## src/rtl/cpu_sequencer_pkg.sv

```systemverilog
// Shared types and constants for the instruction sequencer slice.
package cpu_sequencer_pkg;

    typedef enum logic [1:0] {
        HALTED = 2'd0,
        FETCH  = 2'd1,
        EXEC   = 2'd2
    } seqState_t;

    localparam int PC_WIDTH    = 8;
    localparam int COUNT_WIDTH = 16;

    // Operand-source field value meaning "immediate byte follows in ROM".
    localparam logic [2:0] SRC_ROM = 3'd0;

    localparam logic [PC_WIDTH-1:0]    PC_ONE    = 8'd1;
    localparam logic [COUNT_WIDTH-1:0] COUNT_ONE = 16'd1;

    // A taken jump whose target is the first byte of the current instruction
    // would spin forever; pc has already advanced past that byte in FETCH.
    function automatic logic isSelfLoop(
        input logic                doJumpBar,
        input logic [PC_WIDTH-1:0] target,
        input logic [PC_WIDTH-1:0] pcAfterFetch
    );
        return (!doJumpBar) && (target == (pcAfterFetch - PC_ONE));
    endfunction

endpackage

```

## src/rtl/cpu_sequencer_if.sv

```systemverilog
// Control/ROM/decoder signal bundle between the sequencer and its surroundings.
interface cpu_sequencer_if;
    import cpu_sequencer_pkg::*;

    logic                   run;
    logic                   step;
    logic [7:0]             romData;
    logic [7:0]             bus;
    logic                   doJumpBar;
    logic [PC_WIDTH-1:0]    pc;
    logic [7:0]             ir;
    logic                   execEn;
    logic                   halted;
    logic                   stuck;
    logic [COUNT_WIDTH-1:0] instrCount;

    // Environment side: supplies requests, ROM byte, bus and decoder result.
    modport master (
        output run, step, romData, bus, doJumpBar,
        input  pc, ir, execEn, halted, stuck, instrCount
    );

    // Sequencer side.
    modport slave (
        input  run, step, romData, bus, doJumpBar,
        output pc, ir, execEn, halted, stuck, instrCount
    );
endinterface

```

## src/rtl/cpu_sequencer_edge_detect.sv

```systemverilog
// Rising-edge detector for the single-step request.
module edge_detect (
    input  logic clk,
    input  logic resetBar,
    input  logic sigIn,
    output logic rise
);

    logic prevR;

    // Remember last cycle's level so a held input produces only one pulse.
    always_ff @(posedge clk or negedge resetBar) begin
        if (!resetBar) begin
            prevR <= 1'b0;
        end else begin
            prevR <= sigIn;
        end
    end

    assign rise = sigIn & ~prevR;

endmodule

```

## src/rtl/cpu_sequencer.sv

```systemverilog
// Two-cycle fetch/execute sequencer: owns pc, ir, retire counter and halt logic.
module cpu_sequencer
    import cpu_sequencer_pkg::*;
(
    input logic            clk,
    input logic            resetBar,
    cpu_sequencer_if.slave sif
);

    seqState_t              stateR,      stateNextS;
    logic [PC_WIDTH-1:0]    pcR,         pcNextS;
    logic [7:0]             irR,         irNextS;
    logic [COUNT_WIDTH-1:0] instrCountR, instrCountNextS;
    logic                   stuckR,      stuckNextS;
    logic                   stepOnceR,   stepOnceNextS;
    logic                   stepRiseS;
    logic                   selfLoopS;

    edge_detect u_stepEdge (
        .clk      (clk),
        .resetBar (resetBar),
        .sigIn    (sif.step),
        .rise     (stepRiseS)
    );

    // State and datapath registers; reset aborts any in-flight instruction.
    always_ff @(posedge clk or negedge resetBar) begin
        if (!resetBar) begin
            stateR      <= HALTED;
            pcR         <= 8'h00;
            irR         <= 8'h00;
            instrCountR <= 16'h0000;
            stuckR      <= 1'b0;
            stepOnceR   <= 1'b0;
        end else begin
            stateR      <= stateNextS;
            pcR         <= pcNextS;
            irR         <= irNextS;
            instrCountR <= instrCountNextS;
            stuckR      <= stuckNextS;
            stepOnceR   <= stepOnceNextS;
        end
    end

    // Next-state and datapath update rules for each sequencer state.
    always_comb begin
        stateNextS      = stateR;
        pcNextS         = pcR;
        irNextS         = irR;
        instrCountNextS = instrCountR;
        stuckNextS      = stuckR;
        stepOnceNextS   = stepOnceR;
        selfLoopS       = 1'b0;

        case (stateR)
            HALTED: begin
                if (sif.run && !stuckR) begin
                    // Continuous run wins over a coincident step edge.
                    stateNextS = FETCH;
                end else if (stepRiseS) begin
                    // A step also clears a self-loop halt and runs one instruction.
                    stateNextS    = FETCH;
                    stepOnceNextS = 1'b1;
                    stuckNextS    = 1'b0;
                end else if (!sif.run) begin
                    stuckNextS = 1'b0;
                end else begin
                    stateNextS = HALTED;
                end
            end

            FETCH: begin
                irNextS    = sif.romData;
                pcNextS    = pcR + PC_ONE;
                stateNextS = EXEC;
            end

            EXEC: begin
                selfLoopS       = isSelfLoop(sif.doJumpBar, sif.bus, pcR);
                instrCountNextS = instrCountR + COUNT_ONE;
                stepOnceNextS   = 1'b0;

                if (!sif.doJumpBar) begin
                    pcNextS = sif.bus;
                end else if (irR[2:0] == SRC_ROM) begin
                    // Skip over the immediate operand byte.
                    pcNextS = pcR + PC_ONE;
                end else begin
                    pcNextS = pcR;
                end

                if (selfLoopS) begin
                    stuckNextS = 1'b1;
                end else begin
                    stuckNextS = stuckR;
                end

                if (sif.run && !stepOnceR && !selfLoopS) begin
                    stateNextS = FETCH;
                end else begin
                    stateNextS = HALTED;
                end
            end

            default: begin
                stateNextS = HALTED;
            end
        endcase
    end

    assign sif.pc         = pcR;
    assign sif.ir         = irR;
    assign sif.instrCount = instrCountR;
    assign sif.stuck      = stuckR;
    assign sif.execEn     = (stateR == EXEC);
    assign sif.halted     = (stateR == HALTED);

endmodule

```

## src/flat_wrapper.sv

```systemverilog
// flat-port wrapper written by rule: the top's interface ports become plain ports
module cpu_sequencer_flat import cpu_sequencer_pkg::*;
  (clk, resetBar, sif_run, sif_step, sif_romData, sif_bus, sif_doJumpBar, sif_pc, sif_ir, sif_execEn, sif_halted, sif_stuck, sif_instrCount);
  cpu_sequencer_if sif_i ();
  input logic clk;
  input logic resetBar;
  input wire logic [$bits(sif_i.run)-1:0] sif_run;
  input wire logic [$bits(sif_i.step)-1:0] sif_step;
  input wire logic [$bits(sif_i.romData)-1:0] sif_romData;
  input wire logic [$bits(sif_i.bus)-1:0] sif_bus;
  input wire logic [$bits(sif_i.doJumpBar)-1:0] sif_doJumpBar;
  output wire logic [$bits(sif_i.pc)-1:0] sif_pc;
  output wire logic [$bits(sif_i.ir)-1:0] sif_ir;
  output wire logic [$bits(sif_i.execEn)-1:0] sif_execEn;
  output wire logic [$bits(sif_i.halted)-1:0] sif_halted;
  output wire logic [$bits(sif_i.stuck)-1:0] sif_stuck;
  output wire logic [$bits(sif_i.instrCount)-1:0] sif_instrCount;
  assign sif_i.run = sif_run;
  assign sif_i.step = sif_step;
  assign sif_i.romData = sif_romData;
  assign sif_i.bus = sif_bus;
  assign sif_i.doJumpBar = sif_doJumpBar;
  assign sif_pc = sif_i.pc;
  assign sif_ir = sif_i.ir;
  assign sif_execEn = sif_i.execEn;
  assign sif_halted = sif_i.halted;
  assign sif_stuck = sif_i.stuck;
  assign sif_instrCount = sif_i.instrCount;
  cpu_sequencer u_core (.clk(clk), .resetBar(resetBar), .sif(sif_i));
endmodule
```

## config.mk

```make
export PLATFORM = sky130hd
export DESIGN_NAME = cpu_sequencer_flat
export DESIGN_NICKNAME = d
export VERILOG_FILES = /design/src/rtl/cpu_sequencer_pkg.sv /design/src/rtl/cpu_sequencer_if.sv /design/src/rtl/cpu_sequencer_edge_detect.sv /design/src/rtl/cpu_sequencer.sv /design/src/flat_wrapper.sv
export SDC_FILE = /design/constraint.sdc
export NUM_CORES = 1
export LEC_CHECK = 0
export CORE_ASPECT_RATIO = 1.5
export CORE_MARGIN = 3
export CORE_UTILIZATION = 40
export CTS_CLUSTER_DIAMETER = 120
export DETAILED_ROUTE_END_ITERATION = 10
export GPL_ROUTABILITY_DRIVEN = 0
export PLACE_DENSITY = 0.64
export SLEW_MARGIN = 15
export SYNTH_ARGS = -nofsm -noshare
export SYNTH_HDL_FRONTEND = slang
export SYNTH_SLANG_ARGS = --single-unit
```

## constraint.sdc

```tcl
create_clock -name clk -period 3 [get_ports clk]
set_input_delay 0.45 -clock clk [delete_from_list [all_inputs] [get_ports clk]]
set_output_delay 0.45 -clock clk [all_outputs]
set_load 0.005 [all_outputs]
```

==> results.py <==
metrics = {
    "run_status": {
        "run_status": "completed",
    },
    "detailed_routing": {
        "dr.first_iter.drc_count": 104,
        "via_per_inst": 5.09,
        "vias_after_detailed_routing": 1691,
        "drc": 0,
        "detail_route.wirelength_um": 4740,
        "drt-pass1-iter-count": 4,
        "post_drt_wl_per_cell_um": 14.3,
        "ant_nets": 0,
    },
    "cts": {
        "clockBufferDepth": 2,
        "numCtsBuffers": 5,
        "clk_pin_slew_worst_paths_ps": 80,
        "count_of_instances_resized_after_the_clock_tree_is_built": 0,
        "cts.root.buffer_cell": "clkbuf_8",
        "ctsHoldBuffers": 0,
        "clock_sink_count": 37,
        "cts_setup_buffers": 0,
        "htreeDepth": 2,
        "cts_tree": "yes",
        "worst_skew_pair.late_latency_ps": 280,
    },
    "run": {
        "maxCapViolCount": 0,
    },
    "timing": {
        "finalCritPeriodShare": 0.752,
        "setup_tns_ps": 0,
        "fin_worst_skew_ps": 7.28,
        "max_slew_margin": 0.463,
        "final_max_slew_viol_count": 0,
        "finalSetupViolations": 0,
        "hold_viol_final": 0,
        "worstMarginPinSlew_ps": 805,
        "rsz_0062_raised_after_global_routing": "false",
        "fin_worst_hold_slack_ps": 253,
        "period_minus_slack_ps": 2260,
        "fmaxAchievable_ghz": 0.443,
    },
    "pwr": {
        "power.share.clock": 0.204,
        "power.density_mw_per_mm2": 902,
        "finalPower_uw": 2500,
        "p_sw_frac": 0.360,
        "internal-power_uw": 1600,
        "switching_power_uw": 898,
        "combPwrFrac": 0.440,
        "max_vdd_drop_uv": 517,
        "seqPwrFrac": 0.356,
        "total_leakage_power_uw": 0.00113,
    },
    "die": {
        "horizontal_die_dimension_um": 64.6,
        "initial_core_util": 0.422,
        "core_area_sq_mm": 0.00489,
        "die_h_um": 93.9,
        "placementRows": 31,
        "die-area_sq_mm": 0.00607,
        "io_pins": 56,
    },
    "synthesis": {
        "post_synth_num_cell_types": 38,
        "syn-num-nets": 243,
        "syn_area_per_cell_sq_um": 9.64,
        "yosys_warnings": 0,
        "syn_inst": 214,
        "synth_sequential_area_ratio": 0.449,
        "postSynthRegisterBits": 37,
        "synth_area_sq_mm": 0.00206,
    },
    "cells_and_area": {
        "share_of_the_core_filled_with_cells": 0.566,
        "non_filler_cells_in_the_finished_layout": 332,
        "final_nets": 294,
        "areaGrowthSynthToFinish_pct": 34.2,
        "diodes": 0,
        "final_layout_size_suffix_gt1_frac": 0.0827,
        "area_taken_by_multi_input_logic_gates_sq_mm": 0.00105,
        "area.sequential_sq_um": 926,
        "final.fill_count": 473,
    },
    "critical_path": {
        "worstSetupStartpointType": "register",
        "setup.worst_path.class": "reg2out",
        "worst_setup_ep_type": "output port",
        "required_ps": 2550,
        "worstRegToRegCells": 7,
        "crit-reg2reg-capture": "u_core.sif.stuck",
        "reg2reg_from": "u_core.sif.pc[0]",
        "crit_fanout": 12,
        "cp-startpoint": "u_core.stateR[0]",
        "regToRegSetupSlack_ps": 910,
        "worstSetupEndpoint": "sif_execEn",
        "cp.arrival_ps": 1810,
    },
    "place": {
        "place.port_buffers": 55,
        "dp.final_hpwl_um": 3580,
        "placed_cells": 324,
    },
    "global_routing": {
        "global_route_wire_length_before_repair_um": 7960,
        "antenna_found_initial": 0,
        "first_global_vias": 1778,
        "gr-total-overflow": 0,
        "global_route.usage.total": 0.168,
        "grt_start_max_net_pins": 38,
    },
    "worst_hold_path": {
        "timing.hold.worst.class": "in2async",
    },
}
## layout make-up
cell class / instances / share of cell area
clock buffer: 5 / 0.0249
clock inverter: 3 / 0.0235
inverter: 7 / 0.00949
multi-input combinational: 159 / 0.381
sequential: 37 / 0.335
tap: 66 / 0.0298
timing repair buffer: 55 / 0.197
## per-stage QoR
| stage | worst slack [ps] | area [sq um] |
|---|---|---|
| 3_3_place_gp | 934 | 2630 |
| 4_1_cts | 718 | 2770 |
| 2_1_floorplan | 1110 | 2060 |
| 6_report | 744 | 2770 |
| 3_5_place_dp | 898 | 2630 |
| 5_1_grt | 615 | 2770 |
## cell families after synthesis
kind of cell	share of synthesized area
xor gates and xnor gates	0.102
DFF	0.449
adders and majority gates	0.0485
and+or+nand+nor	0.178
AOI/OAI and AO/OA	0.133
buffers and inverters	0.0400
muxes	0.0492
## worst min path at each step
| stage | from | endpoint | slack, ps | depth (start not counted) |
|---|---|---|---|---|
| finish | resetBar | u_core.sif.ir[3] | 250 | 1 |
| global route | resetBar | u_core.sif.ir[5] | 320 | 1 |
| CTS | resetBar | u_core.sif.ir[5] | 280 | 1 |
| detailed placement | u_core.sif.instrCount[15] | u_core.sif.instrCount[15] | 460 | 1 |
| global placement | u_core.sif.instrCount[15] | u_core.sif.instrCount[15] | 480 | 1 |
| floorplan | resetBar | u_core.sif.instrCount[0] | 150 | 0 |
## registers in the layout, summed over array words and instances (netlist names)
register                 flops
u_core.sif.ir                8
u_core.u_stepEdge.prevR      1
u_core.stepOnceR             1
u_core.stateR                2
u_core.sif.instrCount       16
u_core.sif.stuck             1
u_core.sif.pc                8
## layer usage
metal,up-vias,GRT usage,wire [um]
li1,840,-,-
met1,789,0.191,2010
met2,53,0.308,2460
met3,9,0.0311,159
met4,0,0.0582,100
met5,-,0,0
## layout by cell type, fill, tap and decap left out, types with 5 or more instances in the layout
master and instances:
nand2_1 25, ha_1 8, clkbuf_8 5, nor3_1 6
inv_1 7, mux2_2 9, clkdlybuf4s50_1 54, nor2_1 17
nand3_1 9, o21ai_0 11, xor2_1 6, dfrtp_1 37
a21oi_1 15, xnor2_1 18
## power by group through the flow
stage | combinational (uW) | sequential (uW) | clock, uW
final | 1100 | 889 | 509
after global routing | 1230 | 924 | 543
after CTS | 1110 | 893 | 523
after detailed placement | 1110 | 903 | 0
after global placement | 1100 | 893 | 0
after floorplan | 725 | 807 | 0
## cells in the mapped netlist (all sizes together)
master,number,area share
dfrtp,37,0.45
nand2,25,0.046
xnor2,18,0.076
nor2,17,0.031
a21oi,15,0.036
o21ai,11,0.027
mux2,9,0.049
nand3,9,0.022
ha,8,0.049
inv,7,0.013
buf,6,0.018
nor3,6,0.015
xor2,6,0.025
clkbuf,5,0.0097
and3,4,0.012
nand2b,4,0.012
nand3b,3,0.011
nand4,3,0.0091
o22ai,3,0.0091
a211oi,2,0.0097
a41oi,2,0.0085
a21bo,1,0.0049
a221o,1,0.0049
a221oi,1,0.0042
a31oi,1,0.0030
a32o,1,0.0049
a32oi,1,0.0042
and2,1,0.0030
and4b,1,0.0049
nor2b,1,0.0030
nor4,1,0.010
o211ai,1,0.0036
o21ba,1,0.0049
o21bai,1,0.0036
o311ai,1,0.0042
## worst max-delay path, cell delays in order (launching register included)
cell and delay (ps):
dfrtp_1 440, inv_1 100, ha_1 380, clkdlybuf4s50_1 600
Note: power is estimated with default switching activity, not from simulation.
